**config.mk**
```make
export PLATFORM = sky130hd
export DESIGN_NAME = pipe_stage_chain
export DESIGN_NICKNAME = d
export VERILOG_FILES = /design/src/rtl/pipe_pkg.sv /design/src/rtl/pipe_stage_reg.sv /design/src/rtl/pipe_stage_chain.sv
export SDC_FILE = /design/constraint.sdc
export NUM_CORES = 1
export LEC_CHECK = 0
export ABC_CLOCK_PERIOD_IN_PS = 2750
export BUFFER_PORTS_ARGS = -buffer_cell sky130_fd_sc_hd__buf_2
export CAP_MARGIN = 0
export CORE_MARGIN = 3
export CORE_UTILIZATION = 41
export CTS_BUF_LIST = sky130_fd_sc_hd__clkbuf_4 sky130_fd_sc_hd__clkbuf_8
export CTS_CLUSTER_SIZE = 10
export DETAILED_ROUTE_END_ITERATION = 6
export GPL_ROUTABILITY_DRIVEN = 0
export PLACE_DENSITY_LB_ADDON = 0.3
export REMOVE_ABC_BUFFERS = 1
export SLEW_MARGIN = 5
export SYNTH_ARGS = -nofsm -noshare
export SYNTH_HDL_FRONTEND = slang
export SYNTH_SLANG_ARGS = --single-unit
```
**constraint.sdc**
```tcl
create_clock -name clk -period 2.75 [get_ports clk]
set_input_delay 0.1375 -clock clk [delete_from_list [all_inputs] [get_ports clk]]
set_output_delay 0.1375 -clock clk [all_outputs]
set_load 0.01 [all_outputs]
```
**src/rtl/pipe_pkg.sv**
```systemverilog
`default_nettype none
// ============================================================================
// Module      : pipe_pkg
// Description : Shared exception cause codes and stage indices for the pipeline.
// Revision    : 1.0
// ============================================================================
package pipe_pkg;

    typedef enum logic [2:0] {
        EXC_NONE  = 3'd0,
        EXC_OV    = 3'd1,
        EXC_UNDEF = 3'd2,
        EXC_ADDR  = 3'd3
    } exc_cause_e;

    localparam int ST_ID  = 0;
    localparam int ST_EX  = 1;
    localparam int ST_MEM = 2;
    localparam int ST_WB  = 3;

endpackage
`default_nettype wire

```
**src/rtl/pipe_stage_reg.sv**
```systemverilog
`default_nettype none
// ============================================================================
// Module      : pipe_stage_reg
// Description : One pipeline register: valid/pc/payload with load, hold, clear.
// Revision    : 1.0
// ============================================================================
module pipe_stage_reg
    import pipe_pkg::*;
#(
    parameter int PC_WIDTH   = 6,
    parameter int DATA_WIDTH = 32
) (
    input  logic                  clk,
    input  logic                  rst,
    input  logic                  load_i,
    input  logic                  clear_i,
    input  logic [PC_WIDTH-1:0]   pc_i,
    input  logic [DATA_WIDTH-1:0] data_i,
    output logic                  valid_o,
    output logic [PC_WIDTH-1:0]   pc_o,
    output logic [DATA_WIDTH-1:0] data_o
);

    logic                  valid_q, valid_d;
    logic [PC_WIDTH-1:0]   pc_q, pc_d;
    logic [DATA_WIDTH-1:0] data_q, data_d;

    // Clear covers both kill and "entry left without replacement".
    always_comb begin
        valid_d = valid_q;
        pc_d    = pc_q;
        data_d  = data_q;
        if (clear_i) begin
            valid_d = 1'b0;
        end else if (load_i) begin
            valid_d = 1'b1;
            pc_d    = pc_i;
            data_d  = data_i;
        end
    end

    always_ff @(posedge clk) begin
        if (rst) begin
            valid_q <= 1'b0;
            pc_q    <= '0;
            data_q  <= '0;
        end else begin
            valid_q <= valid_d;
            pc_q    <= pc_d;
            data_q  <= data_d;
        end
    end

    assign valid_o = valid_q;
    assign pc_o    = pc_q;
    assign data_o  = data_q;

endmodule
`default_nettype wire

```
**src/rtl/pipe_stage_chain.sv**
```systemverilog
`default_nettype none
// ============================================================================
// Module      : pipe_stage_chain
// Description : N-stage in-order pipeline with stall, flush, precise exceptions.
//               Optional perf counters when PIPE_PERF_EN is defined.
// Revision    : 1.0
// ============================================================================
module pipe_stage_chain
    import pipe_pkg::*;
#(
    parameter int STAGES      = 4,
    parameter int DATA_WIDTH  = 32,
    parameter int PC_WIDTH    = 6,
    parameter int CAUSE_WIDTH = 3,
    parameter int CNT_WIDTH   = 16
) (
    input  logic                            clk,
    input  logic                            rst,
    input  logic                            in_valid,
    output logic                            in_ready,
    input  logic [PC_WIDTH-1:0]             in_pc,
    input  logic [DATA_WIDTH-1:0]           in_data,
    input  logic [STAGES-1:0]               stall_req,
    input  logic [STAGES-1:0]               flush_req,
    input  logic [STAGES-1:0]               exc_req,
    input  logic [STAGES*CAUSE_WIDTH-1:0]   exc_cause_i,
    output logic                            out_valid,
    input  logic                            out_ready,
    output logic [PC_WIDTH-1:0]             out_pc,
    output logic [DATA_WIDTH-1:0]           out_data,
    output logic [STAGES-1:0]               stage_valid,
    output logic [STAGES*PC_WIDTH-1:0]      stage_pc,
    output logic [STAGES*DATA_WIDTH-1:0]    stage_data,
    output logic                            exc_valid,
    output logic [PC_WIDTH-1:0]             exc_pc,
    output logic [CAUSE_WIDTH-1:0]          exc_cause,
    output logic [CNT_WIDTH-1:0]            perf_stall,
    output logic [CNT_WIDTH-1:0]            perf_flush
);

    logic [STAGES-1:0]     valid, adv, acc, kill, exc_live, load, clear;
    logic [PC_WIDTH-1:0]   pc_a   [STAGES];
    logic [DATA_WIDTH-1:0] data_a [STAGES];
    logic                  down_ok, kill_run, in_fire;

    assign exc_live = exc_req & valid;

    // Acceptance ripples from the oldest stage down; kill spreads from the
    // highest flush/exception index down to stage 0.
    always_comb begin
        down_ok  = out_ready;
        kill_run = 1'b0;
        adv      = '0;
        acc      = '0;
        kill     = '0;
        for (int i = STAGES - 1; i >= 0; i--) begin
            adv[i]   = valid[i] & ~stall_req[i] & down_ok;
            acc[i]   = ~valid[i] | adv[i];
            down_ok  = acc[i];
            kill_run = kill_run | flush_req[i] | exc_live[i];
            kill[i]  = kill_run;
        end
    end

    assign in_ready = acc[0] & ~(|flush_req) & ~(|exc_live);
    assign in_fire  = in_valid & in_ready;

    for (genvar i = 0; i < STAGES; i++) begin : g_stage
        logic [PC_WIDTH-1:0]   src_pc;
        logic [DATA_WIDTH-1:0] src_data;

        if (i == 0) begin : g_head
            assign load[i]  = in_fire;
            assign src_pc   = in_pc;
            assign src_data = in_data;
        end else begin : g_body
            // A killed predecessor never hands its entry forward.
            assign load[i]  = adv[i-1] & ~kill[i-1];
            assign src_pc   = pc_a[i-1];
            assign src_data = data_a[i-1];
        end

        assign clear[i] = kill[i] | (adv[i] & ~load[i]);

        pipe_stage_reg #(
            .PC_WIDTH   (PC_WIDTH),
            .DATA_WIDTH (DATA_WIDTH)
        ) u_stage (
            .clk     (clk),
            .rst     (rst),
            .load_i  (load[i]),
            .clear_i (clear[i]),
            .pc_i    (src_pc),
            .data_i  (src_data),
            .valid_o (valid[i]),
            .pc_o    (pc_a[i]),
            .data_o  (data_a[i])
        );

        assign stage_pc[i*PC_WIDTH +: PC_WIDTH]       = pc_a[i];
        assign stage_data[i*DATA_WIDTH +: DATA_WIDTH] = data_a[i];
    end

    assign stage_valid = valid;
    assign out_valid   = valid[STAGES-1];
    assign out_pc      = pc_a[STAGES-1];
    assign out_data    = data_a[STAGES-1];

    logic                   exc_valid_q, exc_valid_d;
    logic [PC_WIDTH-1:0]    exc_pc_q, exc_pc_d;
    logic [CAUSE_WIDTH-1:0] exc_cause_q, exc_cause_d;

    // Ascending scan: the last hit is the oldest excepting stage.
    always_comb begin
        exc_valid_d = |exc_live;
        exc_pc_d    = exc_pc_q;
        exc_cause_d = exc_cause_q;
        for (int i = 0; i < STAGES; i++) begin
            if (exc_live[i]) begin
                exc_pc_d    = pc_a[i];
                exc_cause_d = exc_cause_i[i*CAUSE_WIDTH +: CAUSE_WIDTH];
            end
        end
    end

    always_ff @(posedge clk) begin
        if (rst) begin
            exc_valid_q <= 1'b0;
            exc_pc_q    <= '0;
            exc_cause_q <= '0;
        end else begin
            exc_valid_q <= exc_valid_d;
            exc_pc_q    <= exc_pc_d;
            exc_cause_q <= exc_cause_d;
        end
    end

    assign exc_valid = exc_valid_q;
    assign exc_pc    = exc_pc_q;
    assign exc_cause = exc_cause_q;

`ifdef PIPE_PERF_EN
    logic [CNT_WIDTH-1:0] perf_stall_q, perf_stall_d;
    logic [CNT_WIDTH-1:0] perf_flush_q, perf_flush_d;
    logic [CNT_WIDTH:0]   kill_cnt, flush_sum;
    logic [STAGES-1:0]    kill_valid;

    assign kill_valid = kill & valid;

    always_comb begin
        kill_cnt = '0;
        for (int i = 0; i < STAGES; i++) begin
            kill_cnt = kill_cnt + {{CNT_WIDTH{1'b0}}, kill_valid[i]};
        end
        flush_sum    = {1'b0, perf_flush_q} + kill_cnt;
        perf_flush_d = flush_sum[CNT_WIDTH] ? '1 : flush_sum[CNT_WIDTH-1:0];
        perf_stall_d = perf_stall_q;
        if ((|(stall_req & valid)) && (perf_stall_q != '1)) begin
            perf_stall_d = perf_stall_q + 1'b1;
        end
    end

    always_ff @(posedge clk) begin
        if (rst) begin
            perf_stall_q <= '0;
            perf_flush_q <= '0;
        end else begin
            perf_stall_q <= perf_stall_d;
            perf_flush_q <= perf_flush_d;
        end
    end

    assign perf_stall = perf_stall_q;
    assign perf_flush = perf_flush_q;
`else
    assign perf_stall = '0;
    assign perf_flush = '0;
`endif

endmodule
`default_nettype wire

```
==> results_dict.tcl, run 1 <==
set metrics [dict create \
    synth_area_sq_mm 0.00670 \
    clockRootBuffer "clkbuf_8" \
    post-route-util_pct 54.0 \
    worstSetupPathType "reg2reg" \
    crit_fanout 15 \
    final.fill_count 1472 \
    async_flop_share_pct 0 \
    netlist_instances 703 \
    worstHoldStart "exc_cause_i[0]" \
    nNetsFinal 1029 \
    grt_pass1_vias 5555 \
    die_area_sq_mm 0.0179 \
    worst-slew-pin-transition_ns 0.934 \
    finalCritPeriodShare_pct 87.0 \
    grt_pass1_wl_mm 29.2 \
    yosysWarnings 0 \
    multi_input_area_sq_mm 0.00272 \
    yosysTopAreaCell "dfxtp_1" \
    drc_errors 0 \
    chipWidth_um 134 \
    synth_common_cells "dfxtp_1 (166), nor2_1 (126), mux2i_1 (114)" \
    wl_per_cell_um 15.8 \
    holdBufCountCts 44 \
    first_iter_violations 190 \
    diodes 0 \
    yosysMostFrequentCell "dfxtp_1" \
    yosys.cell_types.count 34 \
    path_cells "a21oi_1, and3b_1, nand3_2, a2111oi_0, dlygate4sd3_1" \
    rsz0062_at_grt "no" \
    ys_seq_area_share_pct 49.6 \
    arrival_ns 2.77 \
    ir_worst_vdd_v 0.000280 \
    max_stage_delay_ns 0.59 \
    synth_flop_cell "dfxtp_1" \
    crit_start "g_stage[3].u_stage.valid_o" \
    setup_ws_ns 0.358 \
    hold_class "in2reg" \
    setup_viol 0 \
    post_cts_resized 0 \
    port_buffers 271 \
    synth_edf_count 0 \
    dr.pass1.iters 4 \
    synth-seq-cells 166 \
    htree_levels 4 \
    pin_count 304 \
    viasPerCell 4.80 \
    start_kind "flop" \
    areaGrowthSynthToFinish_pct 28.6 \
    clkSinkCount 166 \
    fmax_ghz 0.418 \
    clk_pin_slew_ns 0.09 \
    register_area_sq_mm 0.00332 \
    grt_overflow 0 \
    clockBufferDepth 2 \
    syn_avg_cell_area_sq_um 9.52 \
    final.min_clock_period_ns 2.39 \
    cts_tree "yes" \
    synthTopCellsByArea "dfxtp_1 (50%), mux2i_1 (17%), buf_4 (8.7%)" \
    hold_viol_final 0 \
    critPathSlowestCell "dlygate4sd3_1" \
    dp.final_hpwl_mm 12.5 \
    drv_cap 0 \
    cts_buffers 17 \
    grt_max_degree 73 \
    initial_core_util_pct 42.0 \
    antenna_found_initial 0 \
    power.leakage_nw 3.82 \
    slew_viol_final 0 \
    wl_mm 18.8 \
    rows 46 \
    coreArea_sq_mm 0.0159 \
    cellPowerDensity_mw_per_mm2 501 \
    drive_gt1_share_pct 32.9 \
    r2r_start "g_stage[3].u_stage.valid_o" \
    insertion_delay_ns 0.44 \
    grt_use_total_pct 20.5 \
    synth_top_area_share_pct 49.6 \
    place_worst_setup_slack_ns 0.496 \
    antenna_left 0 \
    postCtsSetupBuffers 0 \
    status "finished, final reports clean" \
    crit_required_ns 3.13 \
    slew_headroom_pct 37.5 \
    end_kind "flop" \
    vias 5714 \
    die_h_um 134 \
    finClkSkew_ns 0.0139 \
]
## layout make-up
class	instances	share of cell area [%]
clock buffer	19	2.97
clock inverter	12	1.40
inverter	2	0.0872
multi-input combinational	449	31.6
tap	216	3.14
sequential	166	38.6
timing repair buffer	327	22.2
## worst max-delay path: cells and delay by family (launching register included)
family | cells | cell delay, ns
AOI/OAI and AO/OA | 2 | 0.73
buffers and inverters | 1 | 0.59
DFF | 1 | 0.37
and+or+nand+nor | 2 | 0.64
## stage by stage
step                setup TNS, ns  total power [mW]  hold slack [ns]  cells  area (sq um)
global placement                0              2.64            0.339   1116          7790
global route                    0              4.48           0.0315   1191          8610
finish                          0              4.32           0.0546   1191          8610
floorplan                  -94.14              2.53            0.207    617          6020
detailed placement              0              2.64            0.340   1116          7790
CTS                             0              4.37           0.0144   1191          8610
## worst paths after layout
path / slack, ns / depth (start not counted) / endpoint
min: 0.05 / 3 / exc_cause[0]
max: 0.36 / 5 / g_stage[3].u_stage.valid_o
min reg2reg: 0.47 / 2 / g_stage[3].u_stage.data_o[29]
max reg2reg: 0.36 / 5 / g_stage[3].u_stage.valid_o
## kinds of logic (layout without fill, tap and decap cells)
| group | count (synthesis) | after routing | share of synthesized area, % |
|---|---|---|---|
| AO/OA/AOI/OAI | 82 | 82 | 8.41 |
| buffers and inverters | 119 | 360 | 11.9 |
| flip-flops | 166 | 166 | 49.6 |
| multiplexers | 114 | 114 | 17.0 |
| other | 1 | 32 | 0.0560 |
| AND/OR/NAND/NOR | 221 | 221 | 13.0 |
## report_power, final
group / internal, mW / switching, mW / leakage, nW
Clock: 0.760 / 0.920 / 0.181
Combinational: 0.100 / 0.118 / 2.30
Sequential: 2.41 / 0.00663 / 1.34
## per-layer routing
layer,global-route usage [%],vias up,part of all wire (%)
li1,-,2773,-
met1,25.4,2657,42
met2,34.3,262,47
met3,5.63,22,9.0
met4,7.26,0,1.6
met5,0,-,0
## cells in the final DEF, fill, tap and decap left out, drive strengths merged, types with 2 or more instances in the layout
cell         netlist  final
nand3              5      5
clkinvlp           0      4
nand2             82     82
dfxtp            166    166
o221ai             9      9
mux2i            114    114
and2               2      2
nor2             126    126
a22oi              9      9
clkbuf            28     19
a31oi              2      2
clkinv             0      3
a211oi            11     11
nand2b             3      3
a21oi             42     42
conb               1     32
buf               89    283
inv                2      6
a2111oi            2      2
dlygate4sd3        0     44
## sequential cells by signal (all words and copies together), names as in the netlist
name	count
g_stage.u_stage.valid_o	4
exc_pc	6
g_stage.u_stage.pc_o	24
g_stage.u_stage.data_o	128
exc_valid	1
exc_cause	3
No activity file was read; power rests on OpenSTA's default activity.
==> run 2, diff against run 1 <==
--- a/config.mk
+++ b/config.mk
@@ -5,6 +5,7 @@
 export SDC_FILE = /design/constraint.sdc
 export NUM_CORES = 1
 export LEC_CHECK = 0
+export ABC_AREA = 1
 export ABC_CLOCK_PERIOD_IN_PS = 2750
 export BUFFER_PORTS_ARGS = -buffer_cell sky130_fd_sc_hd__buf_2
 export CAP_MARGIN = 0
==> run 2 against run 1 <==
Compared with the run above:
- largest cell class unchanged
- critical path depth rose by 3
- critical endpoint is now in_ready
- combinational power rose by 32%
- final cell count rose by 22%
- largest power group unchanged
==> results_dict.tcl, run 2 <==
set metrics [dict create \
    cp.depth 8 \
    diodes 0 \
    start_kind "flop" \
    yosys-mux-area-fraction_pct 0 \
    synth_top_family_by_area "buffers and inverters" \
    synth_flop_cell "dfxtp_1" \
    final_area_sq_mm 0.00909 \
    antenna_left 0 \
    coreArea_sq_mm 0.0174 \
    async_flop_share_pct 0 \
    end_kind "primary output" \
    r2r_slack_ns 0.63 \
    placed_area_sq_mm 0.00836 \
    worstSetupPathType "reg2out" \
    drive_gt1_share_pct 27.0 \
    pin_count 304 \
    initial_core_util_pct 42.1 \
    path_cells "nand2_4, nand2_1, inv_2, nand3_2, nor2_4, buf_4, a21boi_0, buf_2" \
    chipWidth_um 139 \
    cts_tree "yes" \
    critPathSlowestCell "dfxtp_1" \
    drc_errors 0 \
    synth_edf_count 0 \
    final.fill_count 1735 \
    layout_common_cells "buf_2 (271), inv_1 (214), dfxtp_1 (166), o21ai_0 (123), a21oi_1 (122)" \
    power.total_mw 4.67 \
    cts_buffers 17 \
    yosysTopAreaCell "dfxtp_1" \
    r2r_start "g_stage[3].u_stage.valid_o" \
    synth_top_area_share_pct 45.5 \
    postCtsSetupBuffers 0 \
    ys_seq_area_share_pct 45.5 \
    setup_ws_ns 0.347 \
    synthTopCellsByArea "dfxtp_1 (45%), inv_1 (11%), o21ai_0 (8.4%)" \
    yosys.area_share.adder_pct 0 \
    drv_cap 0 \
    clkSinkCount 166 \
    worst-slew-pin-transition_ns 0.563 \
    fmax_ghz 0.416 \
    critPathTopFamily "buffers and inverters" \
    ir_worst_vdd_v 0.000258 \
    crit_fanout 20 \
    clk_pin_slew_ns 0.09 \
    vias 6619 \
    synth-seq-cells 166 \
    nNetsFinal 1282 \
    areaGrowthSynthToFinish_pct 24.4 \
    arrival_ns 2.27 \
    r2r_end "g_stage[0].u_stage.pc_o[2]" \
    synth_xor_area_share_pct 0 \
    setup_viol 0 \
    htree_levels 4 \
    wl_mm 19.5 \
    cp_num_buf_inv 3 \
    stdcell_count 1453 \
    rsz0062_at_grt "no" \
    crit_end "in_ready" \
    syn_avg_cell_area_sq_um 7.40 \
    synth_area_sq_mm 0.00731 \
    status "finished, final reports clean" \
    cellPowerDensity_mw_per_mm2 513 \
    slew_headroom_pct 62.4 \
    power.leakage_nw 4.70 \
    rows 48 \
    crit_required_ns 2.61 \
    grt_overflow 0 \
    dr.pass1.iters 4 \
    grt_pass1_wl_mm 31.2 \
    max_stage_delay_ns 0.42 \
    antenna_found_initial 0 \
    largest_reg_flops 128 \
    finClkSkew_ns 0.0119 \
    worst_r2r_path_depth 12 \
    hold_class "in2reg" \
    synth_common_cells "inv_1 (216), dfxtp_1 (166), o21ai_0 (123)" \
    die_h_um 139 \
    final_common_cell "buf_2" \
    synth-simple-area-share_pct 12.0 \
    slew_viol_final 0 \
    clockRootBuffer "clkbuf_8" \
    yosys.cell_types.count 25 \
    grt_max_degree 78 \
    finalCritPeriodShare_pct 87.4 \
    dpl.cell_count 1393 \
    crit_start "g_stage[3].u_stage.valid_o" \
    hold_viol_final 0 \
    wl_per_cell_um 13.4 \
    first_iter_violations 226 \
    dp.final_hpwl_mm 13.4 \
    final.min_clock_period_ns 2.40 \
    holdBufCountCts 29 \
    yosysWarnings 0 \
    port_buffers 271 \
    post_cts_resized 0 \
    grt_use_total_pct 19.5 \
    yosysMostFrequentCell "inv_1" \
    whs_ns 0.0314 \
    die_area_sq_mm 0.0195 \
    synth_compound_area_share_pct 19.2 \
    netlist_instances 987 \
    place_worst_setup_slack_ns 0.620 \
    clockBufferDepth 2 \
    viasPerCell 4.56 \
    insertion_delay_ns 0.44 \
    grt_pass1_vias 6009 \
]
## run 2: how the worst min path moves through the flow
| stage | endpoint | start | depth (start not counted) | slack (ns) |
|---|---|---|---|---|
| finish | g_stage[0].u_stage.pc_o[0] | in_pc[0] | 5 | 0.03 |
| global route | g_stage[3].u_stage.valid_o | stall_req[3] | 3 | 0.007 |
| CTS | g_stage[0].u_stage.pc_o[0] | in_pc[0] | 5 | 0.0009 |
| detailed placement | exc_valid | rst | 2 | 0.37 |
| global placement | exc_valid | rst | 2 | 0.37 |
| floorplan | exc_valid | rst | 1 | 0.21 |
## run 2: per-stage QoR
stage                     util (%)  setup TNS (ns)
final                         52.4               0
after global routing          52.4               0
after CTS                     52.4               0
after detailed placement      48.1               0
after global placement        48.1               0
after floorplan                  -          -12.42
## run 2: layout make-up
class	count	area, sq um	area share [%]
Tap cell	225	282	3.10
Clock inverter	11	174	1.91
Sequential cell	166	3320	36.6
Timing Repair Buffer	316	1800	19.9
Inverter	221	832	9.15
Clock buffer	20	269	2.96
Multi-Input combinational cell	494	2400	26.5
## run 2: kinds of logic (layout without fill, tap and decap cells)
| family | count (synthesis) | in the layout |
|---|---|---|
| other cells | 1 | 32 |
| simple gates | 196 | 196 |
| compound gates | 266 | 266 |
| flops | 166 | 166 |
| buf+inv | 358 | 568 |
## run 2: routing by layer
layer	part of all wire [%]	track usage, %	vias to the layer above	wire, um
li1	-	-	3444	-
met1	45	24.9	2922	8760
met2	46	32.5	233	8910
met3	7.5	5.09	20	1470
met4	1.6	6.28	0	317
met5	0	0	-	0
## run 2: power by group
| group | switching [mW] | total, mW | leakage [nW] | internal, mW |
|---|---|---|---|---|
| clock | 0.904 | 1.95 | 0.220 | 1.05 |
| combinational | 0.169 | 0.288 | 3.14 | 0.119 |
| sequential | 0.00997 | 2.43 | 1.34 | 2.42 |
| total | 1.08 | 4.67 | 4.70 | 3.58 |
## run 2: worst reg2reg max path, delay by kind of cell (launching register included)
family,cells,cell delay [ns]
buffers and inverters,2,0.34
and+or+nand+nor,9,1.00
DFF,1,0.53
AOI/OAI and AO/OA,1,0.15
==> run 3, diff against run 2 <==
--- a/config.mk
+++ b/config.mk
@@ -10,12 +10,11 @@
 export BUFFER_PORTS_ARGS = -buffer_cell sky130_fd_sc_hd__buf_2
 export CAP_MARGIN = 0
 export CORE_MARGIN = 3
-export CORE_UTILIZATION = 41
+export CORE_UTILIZATION = 35
 export CTS_BUF_LIST = sky130_fd_sc_hd__clkbuf_4 sky130_fd_sc_hd__clkbuf_8
 export CTS_CLUSTER_SIZE = 10
 export DETAILED_ROUTE_END_ITERATION = 6
 export GPL_ROUTABILITY_DRIVEN = 0
-export PLACE_DENSITY_LB_ADDON = 0.3
 export REMOVE_ABC_BUFFERS = 1
 export SLEW_MARGIN = 5
 export SYNTH_ARGS = -nofsm -noshare
==> run 3 against run 2 <==
Compared with the run above:
- via count rose by 0.36%
- routed wire length rose by 4.1%
- register-to-register slack got worse by 0.07 ns
- largest cell class unchanged
- clock skew rose by 0.0062 ns
- combinational power barely moved
==> results_dict.tcl, run 3 (synthesis gave the netlist of run 2 again) <==
set metrics [dict create \
    largest_reg_flops 128 \
    status "finished, final reports clean" \
    wl_mm 20.3 \
    insertion_delay_ns 0.45 \
    post-route-util_pct 44.6 \
    dr.pass1.iters 4 \
    power_frac_seq_pct 54.0 \
    p_clk_share_pct 39.6 \
    worstSetupPathType "reg2out" \
    crit_required_ns 2.61 \
    wl_per_cell_um 13.5 \
    coreArea_sq_mm 0.0204 \
    dp.final_hpwl_mm 14.3 \
    worst-slew-pin-transition_ns 0.527 \
    clkSinkCount 166 \
    areaGrowthSynthToFinish_pct 24.2 \
    fmax_ghz 0.394 \
    power_frac_comb_pct 6.4 \
    cp.depth 8 \
    cts_tree "yes" \
    critPathSlowestCell "dfxtp_1" \
    hold_depth 3 \
    grt_overflow 0 \
    power.internal_mw 3.31 \
    grt_pass1_wl_mm 31.1 \
    grt_use_total_pct 17.1 \
    slew_viol_final 0 \
    clockRootBuffer "clkbuf_8" \
    rsz0062_at_grt "no" \
    critPathTopFamily "buffers and inverters" \
    clk_pin_slew_ns 0.10 \
    antenna_found_initial 1 \
    chipWidth_um 150 \
    hold_class "in2reg" \
    layout_common_cells "buf_2 (271), inv_1 (214), dfxtp_1 (166), o21ai_0 (123), a21oi_1 (122)" \
    final_area_sq_mm 0.00907 \
    pin_count 304 \
    clockBufferDepth 2 \
    path_cells "nand2_4, nand2_1, inv_2, nand3_2, nor2_4, buf_4, a21boi_0, buf_2" \
    drc_errors 0 \
    placed_area_sq_mm 0.00840 \
    drv_cap 0 \
    initial_core_util_pct 35.9 \
    finalCritPeriodShare_pct 92.4 \
    die_area_sq_mm 0.0226 \
    port_buffers 271 \
    drive_gt1_share_pct 27.0 \
    cellPowerDensity_mw_per_mm2 495 \
    cts_buffers 17 \
    power.leakage_nw 4.65 \
    diodes 0 \
    worst_r2r_path_depth 10 \
    nNetsFinal 1279 \
    arrival_ns 2.40 \
    crit_fanout 23 \
    finClkSkew_ns 0.0181 \
    cp_num_buf_inv 3 \
    end_kind "primary output" \
    whs_ns 0.0258 \
    dpl.cell_count 1436 \
    p_sw_share_pct 26.3 \
    max_stage_delay_ns 0.43 \
    rows 52 \
    stdcell_count 1496 \
    vias 6643 \
    slew_headroom_pct 64.8 \
    die_h_um 150 \
    htree_levels 4 \
    antenna_left 0 \
    hold_viol_final 0 \
    grt_max_degree 86 \
    ir_worst_vdd_v 0.000256 \
    first_iter_violations 226 \
    start_kind "flop" \
    setup_viol 0 \
    final.min_clock_period_ns 2.54 \
    viasPerCell 4.44 \
    p_sw_mw 1.18 \
    grt_pass1_vias 5952 \
    final_common_cell "buf_2" \
]
run 3: cell types whose count changed in the layout (fill, tap and decap cells not counted):
cell / previous run / this run
inv_6: 0 / 3
clkinv_8: 0 / 1
clkinvlp_4: 2 / 3
clkinv_2: 2 / 0
bufinv_16: 4 / 1
buf_4: 13 / 11
dlygate4sd3_1: 29 / 28
clkinv_4: 2 / 4
clkbuf_8: 19 / 18
run 3: path summary, 6_finish.rpt:
path                            startpoint                       endpoint  slack (ns)
min                           stall_req[3]     g_stage[3].u_stage.valid_o        0.03
max reg2reg     g_stage[3].u_stage.valid_o   g_stage[1].u_stage.data_o[5]        0.56
min reg2reg  g_stage[2].u_stage.data_o[27]  g_stage[3].u_stage.data_o[27]        0.45
max             g_stage[3].u_stage.valid_o                       in_ready        0.21
run 3: timing repair:
| action | in CTS | in global routing |
|---|---|---|
| buffers inserted | 0 | 0 |
| hold buffers | 28 | 0 |
| gates resized for setup | 0 | 0 |
| hold endpoints to repair | 28 | 0 |
| setup endpoints to repair | 0 | 0 |
run 3: tightest hold or removal path: stages:
cell,delay [ns]
buf_2,0.10
o31ai_1,0.07
nor3_1,0.12
run 3: metrics by stage:
stage	total power, mW	setup WS, ns	TNS, ns
after floorplan	2.62	-0.226	-12.42
after global placement	2.74	0.661	0
after detailed placement	2.74	0.609	0
after CTS	4.55	0.181	0
after global routing	4.68	0.0319	0
final	4.49	0.210	0
run 3: per-layer routing:
layer	GRT usage, %	routed length [um]	vias to the layer above
met1	23.0	9610	2940
li1	-	-	3441
met5	0	13	-
met3	5.33	1670	16
met2	26.8	8750	244
met4	4.39	219	2
run 3: final cells by class:
class,instances,area (sq um)
fillers,2108,11300
clock buffers,19,255
repair buffers,313,1780
flip-flops and latches,166,3320
clock inverters,13,141
well taps,270,338
inverters,221,832
multi-input cells,494,2400
run 3: power by group through the flow:
stage	logic, mW	clock network (mW)	registers, mW
finish	0.288	1.78	2.43
global placement	0.255	0	2.48
floorplan	0.137	0	2.49
global route	0.326	1.92	2.43
detailed placement	0.257	0	2.48
CTS	0.288	1.84	2.43
